[src/rtl/pipe_issue_ctrl.sv]
// Run-control and hazard sequencer for a 3-stage pipeline: gates PC advance and
// decode-to-execute issue, tracks in-flight register writes, and sequences start/stop/step with drain.
module pipe_issue_ctrl #(
    parameter  int NREG      = 16,
    parameter  int DRAIN_MAX = 8,
    parameter  int CNT_W     = 16,
    localparam int AW        = $clog2(NREG)
) (
    input  logic             i_clk,
    input  logic             i_reset,
    input  logic             i_start,
    input  logic             i_stop,
    input  logic             i_step,
    input  logic             i_dec_valid,
    input  logic [AW-1:0]    i_dec_srcadd_1,
    input  logic [AW-1:0]    i_dec_srcadd_2,
    input  logic [AW-1:0]    i_dec_destadd,
    input  logic             i_dec_wr,
    input  logic             i_dec_halt,
    input  logic             i_wb_en,
    input  logic [AW-1:0]    i_wb_add,
    output logic             o_fetch_en,
    output logic             o_issue,
    output logic             o_bubble,
    output logic [2:0]       o_state,
    output logic             o_busy,
    output logic             o_drain_err,
    output logic [CNT_W-1:0] o_stall_cnt
);

    localparam int TW = (DRAIN_MAX > 1) ? $clog2(DRAIN_MAX) : 1;
    localparam logic [TW-1:0] DRAIN_LAST = TW'(DRAIN_MAX - 1);

    typedef enum logic [2:0] {
        S_IDLE   = 3'd0,
        S_RUN    = 3'd1,
        S_STEP   = 3'd2,
        S_DRAIN  = 3'd3,
        S_HALTED = 3'd4
    } state_t;

    state_t           state_reg, state_next;
    logic [NREG-1:0]  pend_reg, pend_next;
    logic             halt_flag_reg, halt_flag_next;
    logic             drain_err_reg, drain_err_next;
    logic [TW-1:0]    drain_timer_reg, drain_timer_next;
    logic [CNT_W-1:0] stall_cnt_reg, stall_cnt_next;

    logic active;
    logic hazard;
    logic issue;
    logic drain_timeout;

    // Hazard looks only at the registered scoreboard, so a same-cycle write-back still stalls once.
    assign active = (state_reg == S_RUN) || (state_reg == S_STEP);
    assign hazard = i_dec_valid & (pend_reg[i_dec_srcadd_1] | pend_reg[i_dec_srcadd_2] |
                                   (i_dec_wr & pend_reg[i_dec_destadd]));
    assign issue  = active & i_dec_valid & ~hazard;

    assign drain_timeout = (state_reg == S_DRAIN) && (pend_reg != '0) &&
                           (drain_timer_reg == DRAIN_LAST);

    // Per-register pending bit: a new issue's set beats a same-cycle write-back clear.
    generate
        for (genvar gi = 0; gi < NREG; gi++) begin : g_pend
            logic set_bit;
            logic clr_bit;
            assign set_bit = issue & i_dec_wr & ~i_dec_halt & (i_dec_destadd == AW'(gi));
            assign clr_bit = i_wb_en & (i_wb_add == AW'(gi));
            assign pend_next[gi] = ~drain_timeout & (set_bit | (pend_reg[gi] & ~clr_bit));
        end
    endgenerate

    always_comb begin
        state_next       = state_reg;
        halt_flag_next   = halt_flag_reg;
        drain_err_next   = drain_err_reg;
        drain_timer_next = '0;
        stall_cnt_next   = stall_cnt_reg;

        if (active && hazard && !(&stall_cnt_reg)) begin
            stall_cnt_next = stall_cnt_reg + 1'b1;
        end

        case (state_reg)
            S_IDLE: begin
                if (i_start) begin
                    state_next = S_RUN;
                end else if (i_step) begin
                    state_next = S_STEP;
                end
            end
            S_RUN: begin
                if (i_stop) begin
                    state_next     = S_DRAIN;
                    halt_flag_next = 1'b0;
                end else if (issue && i_dec_halt) begin
                    state_next     = S_DRAIN;
                    halt_flag_next = 1'b1;
                end
            end
            S_STEP: begin
                if (i_stop) begin
                    state_next     = S_DRAIN;
                    halt_flag_next = 1'b0;
                end else if (issue) begin
                    state_next     = S_DRAIN;
                    halt_flag_next = i_dec_halt;
                end
            end
            S_DRAIN: begin
                if (pend_reg == '0) begin
                    state_next = halt_flag_reg ? S_HALTED : S_IDLE;
                end else if (drain_timeout) begin
                    drain_err_next = 1'b1;
                    state_next     = S_IDLE;
                end else begin
                    drain_timer_next = drain_timer_reg + 1'b1;
                end
            end
            S_HALTED: begin
                if (i_start) begin
                    state_next     = S_RUN;
                    halt_flag_next = 1'b0;
                end
            end
            default: state_next = S_IDLE;
        endcase
    end

    always_ff @(posedge i_clk) begin
        if (i_reset) begin
            state_reg       <= S_IDLE;
            pend_reg        <= '0;
            halt_flag_reg   <= 1'b0;
            drain_err_reg   <= 1'b0;
            drain_timer_reg <= '0;
            stall_cnt_reg   <= '0;
        end else begin
            state_reg       <= state_next;
            pend_reg        <= pend_next;
            halt_flag_reg   <= halt_flag_next;
            drain_err_reg   <= drain_err_next;
            drain_timer_reg <= drain_timer_next;
            stall_cnt_reg   <= stall_cnt_next;
        end
    end

    assign o_issue     = issue;
    assign o_bubble    = active & hazard;
    assign o_fetch_en  = active & ~hazard & ~(i_dec_valid & i_dec_halt);
    assign o_state     = state_reg;
    assign o_busy      = (state_reg != S_IDLE) && (state_reg != S_HALTED);
    assign o_drain_err = drain_err_reg;
    assign o_stall_cnt = stall_cnt_reg;

endmodule

[config.mk]
export PLATFORM = sky130hd
export DESIGN_NAME = pipe_issue_ctrl
export DESIGN_NICKNAME = d
export VERILOG_FILES = /design/src/rtl/pipe_issue_ctrl.sv
export SDC_FILE = /design/constraint.sdc
export NUM_CORES = 1
export LEC_CHECK = 0
export CAP_MARGIN = 20
export CORE_ASPECT_RATIO = 1.4
export CORE_MARGIN = 1
export CORE_UTILIZATION = 41
export CTS_BUF_LIST = sky130_fd_sc_hd__clkbuf_8 sky130_fd_sc_hd__clkbuf_16
export DETAILED_ROUTE_END_ITERATION = 7
export GPL_TIMING_DRIVEN = 0
export PLACE_DENSITY = 0.68
export SETUP_SLACK_MARGIN = 0.15
export SLEW_MARGIN = 20
export SYNTH_ARGS = -nofsm -noshare
export SYNTH_HDL_FRONTEND = slang
export SYNTH_SLANG_ARGS = --single-unit
[constraint.sdc]
create_clock -name i_clk -period 2.25 [get_ports i_clk]
set_input_delay 0.45 -clock i_clk [delete_from_list [all_inputs] [get_ports i_clk]]
set_output_delay 0.45 -clock i_clk [all_outputs]
set_load 0.005 [all_outputs]
======== Word level (Yosys, flattened, before mapping) ========
Cells that the tools add are included.
cells by class
  add/subtract/negate cells ............... 2
  order comparisons ....................... 3
  equality and inequality tests ........... 41
  mux-type cells .......................... 23
  bitwise logic cells ..................... 114
  reductions and logical operators ........ 20
operators by type and width
  cell                   count
  $and 1x1->1            74
  $eq 4x4->1 const B     16
  $eq 4x3->1 const B     8
  $mux 3                 10
  $not 1->1              22
  $or 1x1->1             18
  $add 16x1->16 const B  1
  $eq 4x2->1 const B     4
  $logic_not 16->1       1
  $reduce_and 16->1      1
  $reduce_bool 16->1     1
  $lt 4x5->1 const B     3
  $pmux 3 s5             1
  $bmux 1 s4             3
  $ne 3x3->1 const B     3
  $eq 4x1->1 const B     2
  $logic_not 4->1        2
  $mux 1                 8
  $eq 3x2->1 const B     2
  $eq 3x3->1 const B     2
  $logic_and 1x1->1      6
  $ne 3x2->1 const B     2
  $reduce_bool 3->1      2
  $reduce_and 5->1       1
  other kinds (10)       10
word-level totals
  register bits ........................... 40
  output and inout port bits .............. 24
  logic and storage cells ................. 209

======== Longest topological paths before layout ========
Gate-level depths: netlist (run 1).
  word-level depth ........................ 12
  mapped depth ............................ 10
  depth with buffers taken out ............ 9

======== Worst setup path before layout (run 1) ========
No wires, ideal clock.
  path kind ............................... in2reg
  start point ............................. input i_dec_destadd[0]
  end point ............................... register stall_cnt_reg[0], in the netlist o_stall_cnt[0]
  library setup time ...................... 0.121 ns
  data arrival time ....................... 2.101 ns
  required time ........................... 2.129 ns
  slack ................................... 0.028 ns
  stages on the path ...................... 9
  buffers on the path ..................... 2
  cell sequence ........................... buf_1 > nor2b_1 > a22oi_1 > nand4b_1 > o211ai_2 > nor2_4 > buf_6 > nor3_1 > mux2_2
on the way
  word-level cells in the longest chain between the ends .. 7
RTL lines
  what                            RTL line  RTL
  start, declared                 17        input logic [AW-1:0] i_dec_destadd,
  $bmux 1 s4                      57        (i_dec_wr & pend_reg[i_dec_destadd]));
  $mux 1 (not written as such)    57
  $and 1x1->1                     57
  $or 1x1->1                      56        assign hazard = i_dec_valid & (pend_reg[i_dec_srcadd_1] | pend_reg[i_dec_srcadd_2] |
  $and 1x1->1                     56
  $logic_and 1x1->1 (2 in a row)  81        if (active && hazard && !(&stall_cnt_reg)) begin
  end signal, assigned            145       stall_cnt_reg <= stall_cnt_next;
  end, declared                   47        logic [CNT_W-1:0] stall_cnt_reg, stall_cnt_next;
No other way between the ends. The select of a mux whose other input is x is not followed.
A chain may end at the register's enable or synchronous reset.

======== Final worst setup path (run 1) ========
  start point ............................. register pend_reg[5]
  end point ............................... output o_fetch_en
on the way
  word-level cells in the longest chain between the ends .. 8
RTL lines
  what                                              RTL line  RTL
  start, declared                                   43        logic [NREG-1:0] pend_reg, pend_next;
  start signal, assigned                            141       pend_reg <= pend_next;
  $bmux 1 s4, on equally long branches              56, 57
  $mux 1, on equally long branches                  56, 57
  $or 1x1->1 / $and 1x1->1 (equally long branches)  56, 57
  $or 1x1->1 (*)                                    56
  $and 1x1->1 (*)                                   56
  $not 1->1 (*)                                     151       assign o_fetch_en = active & ~hazard & ~(i_dec_valid & i_dec_halt);
  $and 1x1->1 (*) (2 in a row)                      151
  end, declared                                     22        output logic o_fetch_en,
Mark *: on every way between the ends. The rest lies on a longest branch, timed or not. The select of a mux whose other input is x is not followed.

==> impl_metrics.csv, run 1 <==
group,metric,value,unit
status,outcome,"finished, violations left",
status,violations,"negative setup slack",
route,wl_per_cell,18.1,µm
route,viasPerCell,6.13,
cells_and_area,layout-drive-gt1-share,0.315,
yosys,yosys.cell_types.count,60,
placed_design,gp_congestion,0.840,
yosys,synth.avg_cell_area,8.81,µm²
die,ioPinCount,49,
yosys,synth-seq-cells,40,
route,drt_iter0_markers,211,
worst_setup_path,reg2regPathDepth,10,
timing,max_freq,374,MHz
clocking,cts_max_path_buffers,2,
grt,antenna_found_initial,0,
power,p_leak,1.29,nW
worst_setup_path,cp.required,1.80,ns
route,dr.pass1.iters,4,
yosys,synthCells,292,
timing,setup_tns,-1.33,ns
timing,rsz0062_at_grt,"yes",
yosys,synth_edf_count,0,
placed_design,pre_cts_slack,-1.30,ns
clocking,cts_made_buffers,5,
min_path,hold_class,"flop to flop",
route,num_vias,2649,
die,die_area,6600,µm²
power,seqPwrFrac,0.395,
die,die_x,68.9,µm
route,ant_nets,0,
die,fp.dieH,95.7,µm
cells_and_area,n_antenna_cell,0,
worst_setup_path,startpoint_type,"flop",
clocking,hold_buffers,0,
timing,final-max-slew-violation-count,0,
timing,maxSlewHeadroom,0.597,
power,p_comb_frac,0.292,
clocking,clk-insertion-delay-late,0.30,ns
placed_design,dp.final_hpwl,5.62,mm
yosys,yosysTopAreaCellShare,0.311,
grt,grt_remaining_overflow,0,
cells_and_area,final_core_util,0.618,
timing,layout_min_cycle_time,2.68,ns
power,power.share.switching,0.301,
yosys,netlist_area,2570,µm²
yosys,async_reset_ff_frac,0,
power,p_per_area,515,nW/µm²
worst_setup_path,arrival,2.23,ns
power,vdd_drop_max,0.321,mV
placed_design,portBuffers,46,
yosys,synth_area_leader_cell,"dfxtp_1",
timing,skew,0.0113,ns
grt,grt_start_max_net_pins,13,
timing,setup_viol,13,
route,route.detailed.drc,0,
min_path,min_path_cells,1,
die,std_cell_rows,33,
worst_setup_path,cp_max_fo,5,
timing,max_slew.worst_pin.slew,0.598,ns
yosys,yosysSeqAreaShare,0.311,
worst_setup_path,crit_type,"flop to output pin",
power,switchingPower,0.570,mW
worst_setup_path,cp-end-kind,"output pin",
cells_and_area,fill_cells,517,
clocking,cts_tree,"yes",
yosys,ys_warn_count,0,
timing,hold_ws,0.436,ns
timing,timing.final.crit_share,1.19,
clocking,cts_sinks,40,
timing,fin_ws,-0.426,ns
yosys,synth_area_leaders,"dfxtp_1, mux4_2, mux2i_1",
power,pwr-share-clk,0.312,
yosys,ys.flop_type,"dfxtp_1",
clocking,cts_root_buf,"clkbuf_8",
die,start_util,0.433,
timing,timing_hold_violations_final,0,
clocking,cts.htree.levels,2,
grt,grt_pass1_wl,12.4,mm
cells_and_area,final_nets,389,
clocking,clk_pin_slew_worst_paths,0.08,ns
yosys,syn_nets,320,
power,power.internal,1.32,mW
route,drt_wl_total,7.84,mm
grt,grtUsageTotal,0.253,
job,drv_cap,0,
die,core,5950,µm²
cells_and_area,area_growth,42.9,%
grt,grt_pass1_vias,2562,
==> critical path, cell delays in order (launching register included) <==
cell	delay [ns]
dfxtp_2	0.36
mux4_2	0.47
mux2i_1	0.15
mux2_4	0.19
o211ai_4	0.10
buf_6	0.14
o31a_1	0.24
nor3_2	0.14
buf_2	0.14
==> worst paths after layout <==
path	startpoint	endpoint	slack [ns]
max	pend_reg[5]	o_fetch_en	-0.43
min	drain_timer_reg[0]	drain_timer_reg[0]	0.44
max reg2reg	pend_reg[8]	o_stall_cnt[10]	-0.02
min reg2reg	drain_timer_reg[0]	drain_timer_reg[0]	0.44
==> power by group through the flow <==
stage	registers [mW]	logic (mW)	clock network, mW
after floorplan	0.757	0.256	0
after global placement	0.759	0.435	0
after detailed placement	0.760	0.437	0
after CTS	0.746	0.492	0.596
after global routing	0.750	0.596	0.628
final	0.747	0.553	0.591
==> cells in the mapped netlist, types with 3 or more instances <==
cell type and number:
nor2_1 20, mux2i_1 12, nand2_1 13, o22ai_1 4
o31ai_1 10, and4_1 3, ha_1 3, mux4_2 8
and2_1 5, nor4_1 8, nand2b_1 8, dfxtp_1 40
or3_1 3, nand4_1 5, nor2b_1 14, inv_1 3
o211ai_1 8, clkbuf_1 11, mux2_2 10, nor3_1 11
nand3_1 14, o21ai_0 15, o311ai_0 5, a21oi_1 13
==> cells by family after synthesis <==
| logic type | after synthesis | share of synthesized area |
|---|---|---|
| AND/OR/NAND/NOR | 125 | 0.279 |
| AO/OA/AOI/OAI | 72 | 0.193 |
| flip-flops | 40 | 0.311 |
| multiplexers | 30 | 0.161 |
| buffers and inverters | 20 | 0.0345 |
| adder cells (fa/ha/maj) | 3 | 0.0146 |
| XOR/XNOR | 2 | 0.00681 |
==> layout by cell type (no fill, tap or decap), drive strengths merged, types with 5 or more instances in the layout <==
cell           count
dfxtp             40
clkdlybuf4s50     34
buf               25
nor2              21
clkbuf            18
o21ai             15
nand3             15
nor2b             14
nand2             14
a21oi             14
mux2i             12
nor3              11
mux2              10
o31ai             10
o211ai             9
mux4               8
nand2b             8
nor4               8
and2               5
nand4              5
o311ai             5
inv                5
==> stage by stage <==
| step | std cells | instance area (µm²) | power (mW) |
|---|---|---|---|
| after floorplan | 292 | 2630 | 1.01 |
| after global placement | 408 | 3180 | 1.19 |
| after detailed placement | 408 | 3180 | 1.20 |
| after CTS | 425 | 3550 | 1.83 |
| after global routing | 432 | 3670 | 1.97 |
| final | 432 | 3670 | 1.89 |
==> layer usage <==
| metal | GRT usage | share of wire |
|---|---|---|
| met5 | 0 | 0 |
| met4 | 0.112 | 0.027 |
| met3 | 0.0438 | 0.043 |
| met2 | 0.452 | 0.53 |
| met1 | 0.284 | 0.40 |
==> area by class of cell <==
type	instances	area [µm²]	area share
Buffer	16	135	0.0368
Clock buffer	5	68.8	0.0187
Sequential cell	40	821	0.223
Timing Repair Buffer	62	561	0.153
Tap cell	70	87.6	0.0238
Multi-Input combinational cell	232	1950	0.529
Clock inverter	3	38.8	0.0106
Inverter	4	17.5	0.00477
==> repair_timing <==
action,CTS,global route
pin swaps,11,18
cloned,0,0
setup endpoints to repair,39,38
setup buffers,9,7
resized for setup,96,20
Note: power is estimated with default switching activity, not from simulation.
==> inputs of run 2 (changes only) <==
--- a/config.mk
+++ b/config.mk
@@ -15,4 +15,5 @@
 export PLACE_DENSITY = 0.68
 export SETUP_SLACK_MARGIN = 0.15
+export SKIP_CTS_REPAIR_TIMING = 1
 export SLEW_MARGIN = 20
 export SYNTH_ARGS = -nofsm -noshare
==> constraint.sdc (replaced) <==
create_clock -name i_clk -period 2.25 [get_ports i_clk]
set_input_delay 0.45 -clock i_clk [delete_from_list [all_inputs] [get_ports i_clk]]
set_output_delay 0.45 -clock i_clk [all_outputs]
set_load 0.1 [all_outputs]
==> run 2 against run 1 <==
Against the previous run:
- the flow still finishes with violations (negative setup slack)
- utilization increased by 4.2 points
- wire length rose by 7.5%
- flip-flop and latch count did not move
- sequential share of layout area fell by 0.43 points
- final cell count shrank 0.69%
- power is 16% higher
- hold slack got worse by 0.0022 ns
- final area grew 6.8%
- critical endpoint is now o_issue
==> impl_metrics.csv, run 2 (same netlist as run 1, synthesis figures left out) <==
group,metric,value,unit
route,dr.pass1.iters,4,
placed_design,placed_area,3350,µm²
timing,max_slew.worst_pin.slew,0.973,ns
placed_design,dp.final_hpwl,5.84,mm
power,power.internal,1.33,mW
clocking,cts_made_buffers,5,
timing,fin_ws,-0.440,ns
timing,maxSlewHeadroom,0.350,
power,pwr-share-clk,0.262,
worst_setup_path,slowest_stage,"mux4_2",
clocking,cts_sinks,40,
min_path,min-delay-start,"drain_timer_reg[0]",
min_path,hold_class,"flop to flop",
clocking,cts_root_buf,"clkbuf_8",
cells_and_area,final_cell_mix,"dfxtp_2, dlymetal6s2s_1, nor2_1, nand2_1, clkdlybuf4s50_1",
clocking,cts_max_path_buffers,2,
timing,skew,0.00455,ns
worst_setup_path,crit_chain,"mux4_2, mux2i_1, mux2_4, o211ai_4, nor2_4, nand2_4, inv_12, buf_12",
grt,grt_pass1_wl,12.4,mm
timing,final-max-slew-violation-count,0,
die,std_cell_rows,33,
worst_setup_path,r2r_slack,-0.20,ns
status,outcome,"finished, violations left",
worst_setup_path,cp.required,1.80,ns
power,p_per_area,558,nW/µm²
min_path,min_path_cells,1,
route,num_vias,2738,
route,viasPerCell,6.38,
cells_and_area,fin_area,3920,µm²
cells_and_area,final_common_cell,"dfxtp_2",
route,drt_iter0_markers,186,
route,drt_wl_total,8.42,mm
route,ant_nets,0,
worst_setup_path,reg2reg_from,"pend_reg[1]",
grt,antenna_found_initial,0,
job,drv_cap,0,
grt,grtUsageTotal,0.254,
grt,grt_pass1_vias,2534,
grt,grt_start_max_net_pins,15,
power,power.share.switching,0.392,
placed_design,portBuffers,46,
grt,grt_remaining_overflow,0,
worst_setup_path,critical_path.max_stage_delay,0.45,ns
cells_and_area,area_growth,52.5,%
status,violations,"negative setup slack",
timing,hold_ws,0.434,ns
cells_and_area,layout-drive-gt1-share,0.407,
die,die_x,68.9,µm
die,core,5950,µm²
clocking,clk-insertion-delay-late,0.30,ns
route,wl_per_cell,19.6,µm
timing,max_freq,372,MHz
timing,layout_min_cycle_time,2.69,ns
clocking,clk_pin_slew_worst_paths,0.09,ns
timing,setup_viol,18,
power,seqPwrFrac,0.345,
clocking,cts_tree,"yes",
power,switchingPower,0.857,mW
die,start_util,0.433,
cells_and_area,n_antenna_cell,0,
worst_setup_path,crit_type,"flop to output pin",
power,p_comb_frac,0.393,
worst_setup_path,cp-end-kind,"output pin",
die,ioPinCount,49,
die,die_area,6600,µm²
worst_setup_path,cp_max_fo,5,
worst_setup_path,reg2regPathDepth,12,
cells_and_area,final_nets,386,
timing,rsz0062_at_grt,"yes",
placed_design,gp_congestion,0.914,
worst_setup_path,r2r_end,"o_stall_cnt[6]",
timing,timing.final.crit_share,1.20,
min_path,holdPathEnd,"drain_timer_reg[0]",
clocking,cts.htree.levels,2,
die,fp.dieH,95.7,µm
power,p_leak,1.72,nW
worst_setup_path,startpoint_type,"flop",
power,vdd_drop_max,0.357,mV
route,route.detailed.drc,0,
timing,timing_hold_violations_final,0,
worst_setup_path,arrival,2.24,ns
==> run 2: cell types whose count changed in the layout (fill, tap and decap cells not counted), moves of 5 or more <==
| cell | before | now |
|---|---|---|
| dfxtp_1 | 26 | 7 |
| buf_4 | 15 | 8 |
| dfxtp_2 | 13 | 26 |
| clkbuf_2 | 1 | 6 |
| dfxtp_4 | 1 | 7 |
| buf_8 | 1 | 6 |
| clkdlybuf4s50_1 | 34 | 13 |
| dlymetal6s2s_1 | 0 | 25 |
==> run 2: worst max-delay path by stage <==
stage,cells after the start,endpoint,from,slack (ns)
global placement,9,o_issue,i_dec_srcadd_1[2],-1.91
detailed placement,9,o_issue,i_dec_srcadd_1[2],-1.93
global route,8,o_issue,pend_reg[2],-0.56
floorplan,6,o_fetch_en,i_dec_srcadd_1[2],-0.58
finish,8,o_issue,pend_reg[1],-0.44
CTS,9,o_issue,i_dec_srcadd_1[2],-1.94
==> run 2: critical path, delay by kind of cell, from the launching register on <==
family                 cells  cell delay [ns]
AO/OA/AOI/OAI              1             0.10
buffers and inverters      2             0.26
multiplexers               3             0.80
flip-flops                 1             0.37
AND/OR/NAND/NOR            2             0.39
==> run 2: power groups by stage <==
stage / logic [mW] / clock network [mW] / registers [mW]
6_report: 0.860 / 0.573 / 0.755
5_1_grt: 0.897 / 0.610 / 0.758
4_1_cts: 0.723 / 0.579 / 0.756
3_5_place_dp: 0.722 / 0 / 0.773
3_3_place_gp: 0.718 / 0 / 0.772
2_1_floorplan: 0.448 / 0 / 0.854
==> run 2: per-layer routing <==
| layer | routed length, µm | track usage | vias to the layer above |
|---|---|---|---|
| li1 | - | - | 1268 |
| met1 | 3120 | 0.271 | 1344 |
| met2 | 4630 | 0.473 | 96 |
| met3 | 339 | 0.0403 | 30 |
| met4 | 331 | 0.107 | 0 |
| met5 | 0 | 0 | - |
==> run 2: final cells by class <==
| cell class | instances | area [µm²] |
|---|---|---|
| Timing Repair Buffer | 59 | 656 |
| Clock inverter | 2 | 15.0 |
| Inverter | 4 | 27.5 |
| Sequential cell | 40 | 860 |
| Buffer | 16 | 133 |
| Tap cell | 70 | 87.6 |
| Clock buffer | 6 | 93.8 |
| Multi-Input combinational cell | 232 | 2050 |
| Fill cell | 502 | 2020 |
==> run 2: metrics by stage <==
step | power (mW) | utilization | setup WS, ns | instances | setup TNS [ns]
detailed placement | 1.50 | 0.563 | -1.93 | 408 | -29.44
global route | 2.26 | 0.660 | -0.558 | 429 | -5.63
CTS | 2.06 | 0.581 | -1.94 | 416 | -19.49
floorplan | 1.30 | - | -0.575 | 292 | -0.725
global placement | 1.49 | 0.563 | -1.91 | 408 | -28.33
finish | 2.19 | 0.660 | -0.440 | 429 | -3.14
==> inputs of run 3 (changes only) <==
- ABC_AREA: default -> 1
- PLACE_DENSITY: 0.68 -> 0.67
==> run 3 against run 2 <==
Against the previous run:
- the flow still finishes with violations (negative setup slack)
- non-clock buffer count down 10
- critical path depth up 4
- clock skew up 0.0098 ns
- worst setup slack better by 0.38 ns
- synthesized area up 11%
- wire length down 4.9%
- sequential share of layout area down 0.31 points
- utilization down 8.2 points
==> impl_metrics.csv, run 3 <==
group,metric,value,unit
status,violations,"negative setup slack",
worst_setup_path,critical_path.max_stage_delay,0.35,ns
placed_design,dp_cells,580,
worst_setup_path,r2r_slack,0.26,ns
timing,max_slew.worst_pin.slew,0.985,ns
yosys,synth.avg_cell_area,6.41,µm²
die,fp.dieH,101,µm
yosys,ys.flop_type,"dfxtp_1",
min_path,holdPathEnd,"drain_timer_reg[0]",
timing,final-max-slew-violation-count,0,
power,p_leak,1.98,nW
clocking,clk_pin_slew_worst_paths,0.09,ns
clocking,cts_made_buffers,5,
status,outcome,"finished, violations left",
worst_setup_path,crit_type,"flop to output pin",
timing,max_freq,434,MHz
clocking,cts_root_buf,"clkbuf_8",
cells_and_area,n_antenna_cell,0,
grt,grt_remaining_overflow,0,
route,dr.pass1.iters,4,
timing,fin_ws,-0.0564,ns
yosys,synth_area_leader_cell,"dfxtp_1",
power,vdd_drop_max,0.374,mV
cells_and_area,final_common_cell,"nand2_1",
grt,grt_pass1_vias,2929,
min_path,min-delay-start,"drain_timer_reg[0]",
grt,grt_start_max_net_pins,14,
die,start_util,0.428,
cells_and_area,layout-drive-gt1-share,0.243,
worst_setup_path,slowest_stage,"dfxtp_1",
route,drt_iter0_markers,230,
worst_setup_path,reg2reg_from,"pend_reg[9]",
route,wl_per_cell,13.4,µm
route,viasPerCell,5.17,
worst_setup_path,cp_max_fo,3,
route,ant_nets,0,
cells_and_area,final_cell_mix,"nand2_1, inv_1, nand3_1, nor2_1, nand4_1",
yosys,synth-seq-cells,40,
grt,antenna_found_initial,0,
yosys,synth_area_leaders,"dfxtp_1, nand2_1, inv_1",
power,pwr-share-clk,0.223,
die,die_x,72.4,µm
yosys,synth.most_common_cell,"nand2_1",
die,std_cell_rows,35,
power,power.share.switching,0.443,
grt,grt_pass1_wl,12.8,mm
placed_design,portBuffers,44,
power,power,2.63,mW
worst_setup_path,arrival,1.86,ns
power,p_per_area,684,nW/µm²
timing,rsz0062_at_grt,"yes",
worst_setup_path,startpoint_type,"flop",
grt,grtUsageTotal,0.219,
yosys,synth_edf_count,0,
placed_design,gp_congestion,0.869,
cells_and_area,fin_area,3850,µm²
yosys,syn_nets,472,
power,p_comb_frac,0.479,
yosys,async_reset_ff_frac,0,
power,switchingPower,1.17,mW
power,seqPwrFrac,0.298,
die,ioPinCount,49,
route,num_vias,3094,
timing,timing.final.crit_share,1.03,
placed_design,dp.final_hpwl,6.11,mm
cells_and_area,area_growth,35.1,%
worst_setup_path,cp-end-kind,"output pin",
job,drv_cap,0,
clocking,cts.htree.levels,2,
min_path,min_path_cells,1,
timing,layout_min_cycle_time,2.31,ns
power,power.internal,1.47,mW
timing,skew,0.0144,ns
route,route.detailed.drc,0,
route,drt_wl_total,8.01,mm
yosys,netlist_area,2850,µm²
timing,setup_viol,1,
placed_design,pre_cts_slack,-1.58,ns
clocking,cts_tree,"yes",
worst_setup_path,crit_chain,"inv_2, nand2_1, nand3_1, nand3_1, nand3_2, nand2_2, nor2_4, nand2_4, nor2_8, buf_8, o21a_4, buf_12",
worst_setup_path,r2r_end,"o_stall_cnt[12]",
clocking,clk-insertion-delay-late,0.30,ns
clocking,cts_sinks,40,
yosys,yosys.cell_types.count,40,
placed_design,placed_area,3440,µm²
yosys,synthTopCellsByCount,"nand2_1, inv_1, dfxtp_1",
die,die_area,7290,µm²
yosys,ys_warn_count,0,
timing,maxSlewHeadroom,0.342,
cells_and_area,fill_cells,661,
cells_and_area,final_nets,533,
worst_setup_path,critPathMostFrequentCell,"nand3_1",
yosys,yosysSeqAreaShare,0.281,
min_path,hold_class,"flop to flop",
cells_and_area,final_cells,598,
die,core,6660,µm²
clocking,cts_max_path_buffers,2,
worst_setup_path,reg2regPathDepth,15,
timing,timing_hold_violations_final,0,
worst_setup_path,cp.required,1.80,ns
yosys,yosysTopAreaCellShare,0.281,
yosys,synthCells,444,
run 3: changes by cell type after synthesis, sizes merged, moves of 9 or more:
cell / previous run / this run
mux2: 10 / 0
nand4: 5 / 29
clkbuf: 12 / 1
a21oi: 14 / 36
nand2: 14 / 130
nor2b: 14 / 0
inv: 4 / 65
nor2: 21 / 37
nand3: 15 / 40
mux2i: 12 / 0
o21ai: 15 / 24
run 3: cells by family after synthesis:
group                    synth area share
adder cells (fa/ha/maj)            0.0132
flip-flops                          0.281
AO/OA/AOI/OAI                       0.142
AND/OR/NAND/NOR                     0.406
buffers and inverters               0.123
XOR/XNOR                           0.0338
run 3: layout make-up:
type                            count  area (µm²)  area share
Multi-Input combinational cell    327        1780       0.463
Clock buffer                        7         108      0.0280
Buffer                             11         108      0.0280
Clock inverter                      1        8.76     0.00228
Inverter                           66         267      0.0693
Sequential cell                    40         831       0.216
Timing Repair Buffer               54         628       0.163
Tap cell                           92         115      0.0299
run 3: through the flow:
stage | setup TNS, ns | util | hold WS (ns)
floorplan | -1.47 | - | 0.399
global placement | -9.44 | 0.517 | 0.408
detailed placement | -8.71 | 0.517 | 0.417
CTS | -5.32 | 0.535 | 0.429
global route | -0.196 | 0.578 | 0.447
finish | -0.0564 | 0.578 | 0.428
run 3: how the worst max path moves through the flow:
stage / cells after the start / to / from
3_3_place_gp: 12 / o_fetch_en / i_dec_srcadd_1[1]
3_5_place_dp: 12 / o_fetch_en / i_dec_srcadd_1[1]
2_1_floorplan: 13 / o_stall_cnt[13] / i_dec_destadd[0]
5_1_grt: 12 / o_fetch_en / pend_reg[9]
4_1_cts: 12 / o_fetch_en / i_dec_srcadd_1[1]
6_report: 12 / o_fetch_en / pend_reg[9]
run 3: worst max-delay path: cells and delay by family (launching register included):
kind | cells | cell delay, ns
buf+inv | 3 | 0.35
compound gates | 1 | 0.13
flops | 1 | 0.35
simple gates | 8 | 0.73
run 3: power by group through the flow:
stage	clock network, mW	logic (mW)	registers (mW)
after global placement	0	1.14	0.798
after detailed placement	0	1.14	0.800
after CTS	0.605	1.14	0.783
after floorplan	0	0.704	0.982
final	0.587	1.26	0.785
after global routing	0.627	1.34	0.792
run 3: metal layers:
| metal | up-vias | routed length, µm | GRT usage |
|---|---|---|---|
| met5 | - | 0 | 0 |
| met4 | 0 | 158 | 0.0709 |
| met3 | 16 | 325 | 0.0320 |
| met2 | 87 | 4270 | 0.419 |
| met1 | 1416 | 3260 | 0.242 |
| li1 | 1575 | - | - |
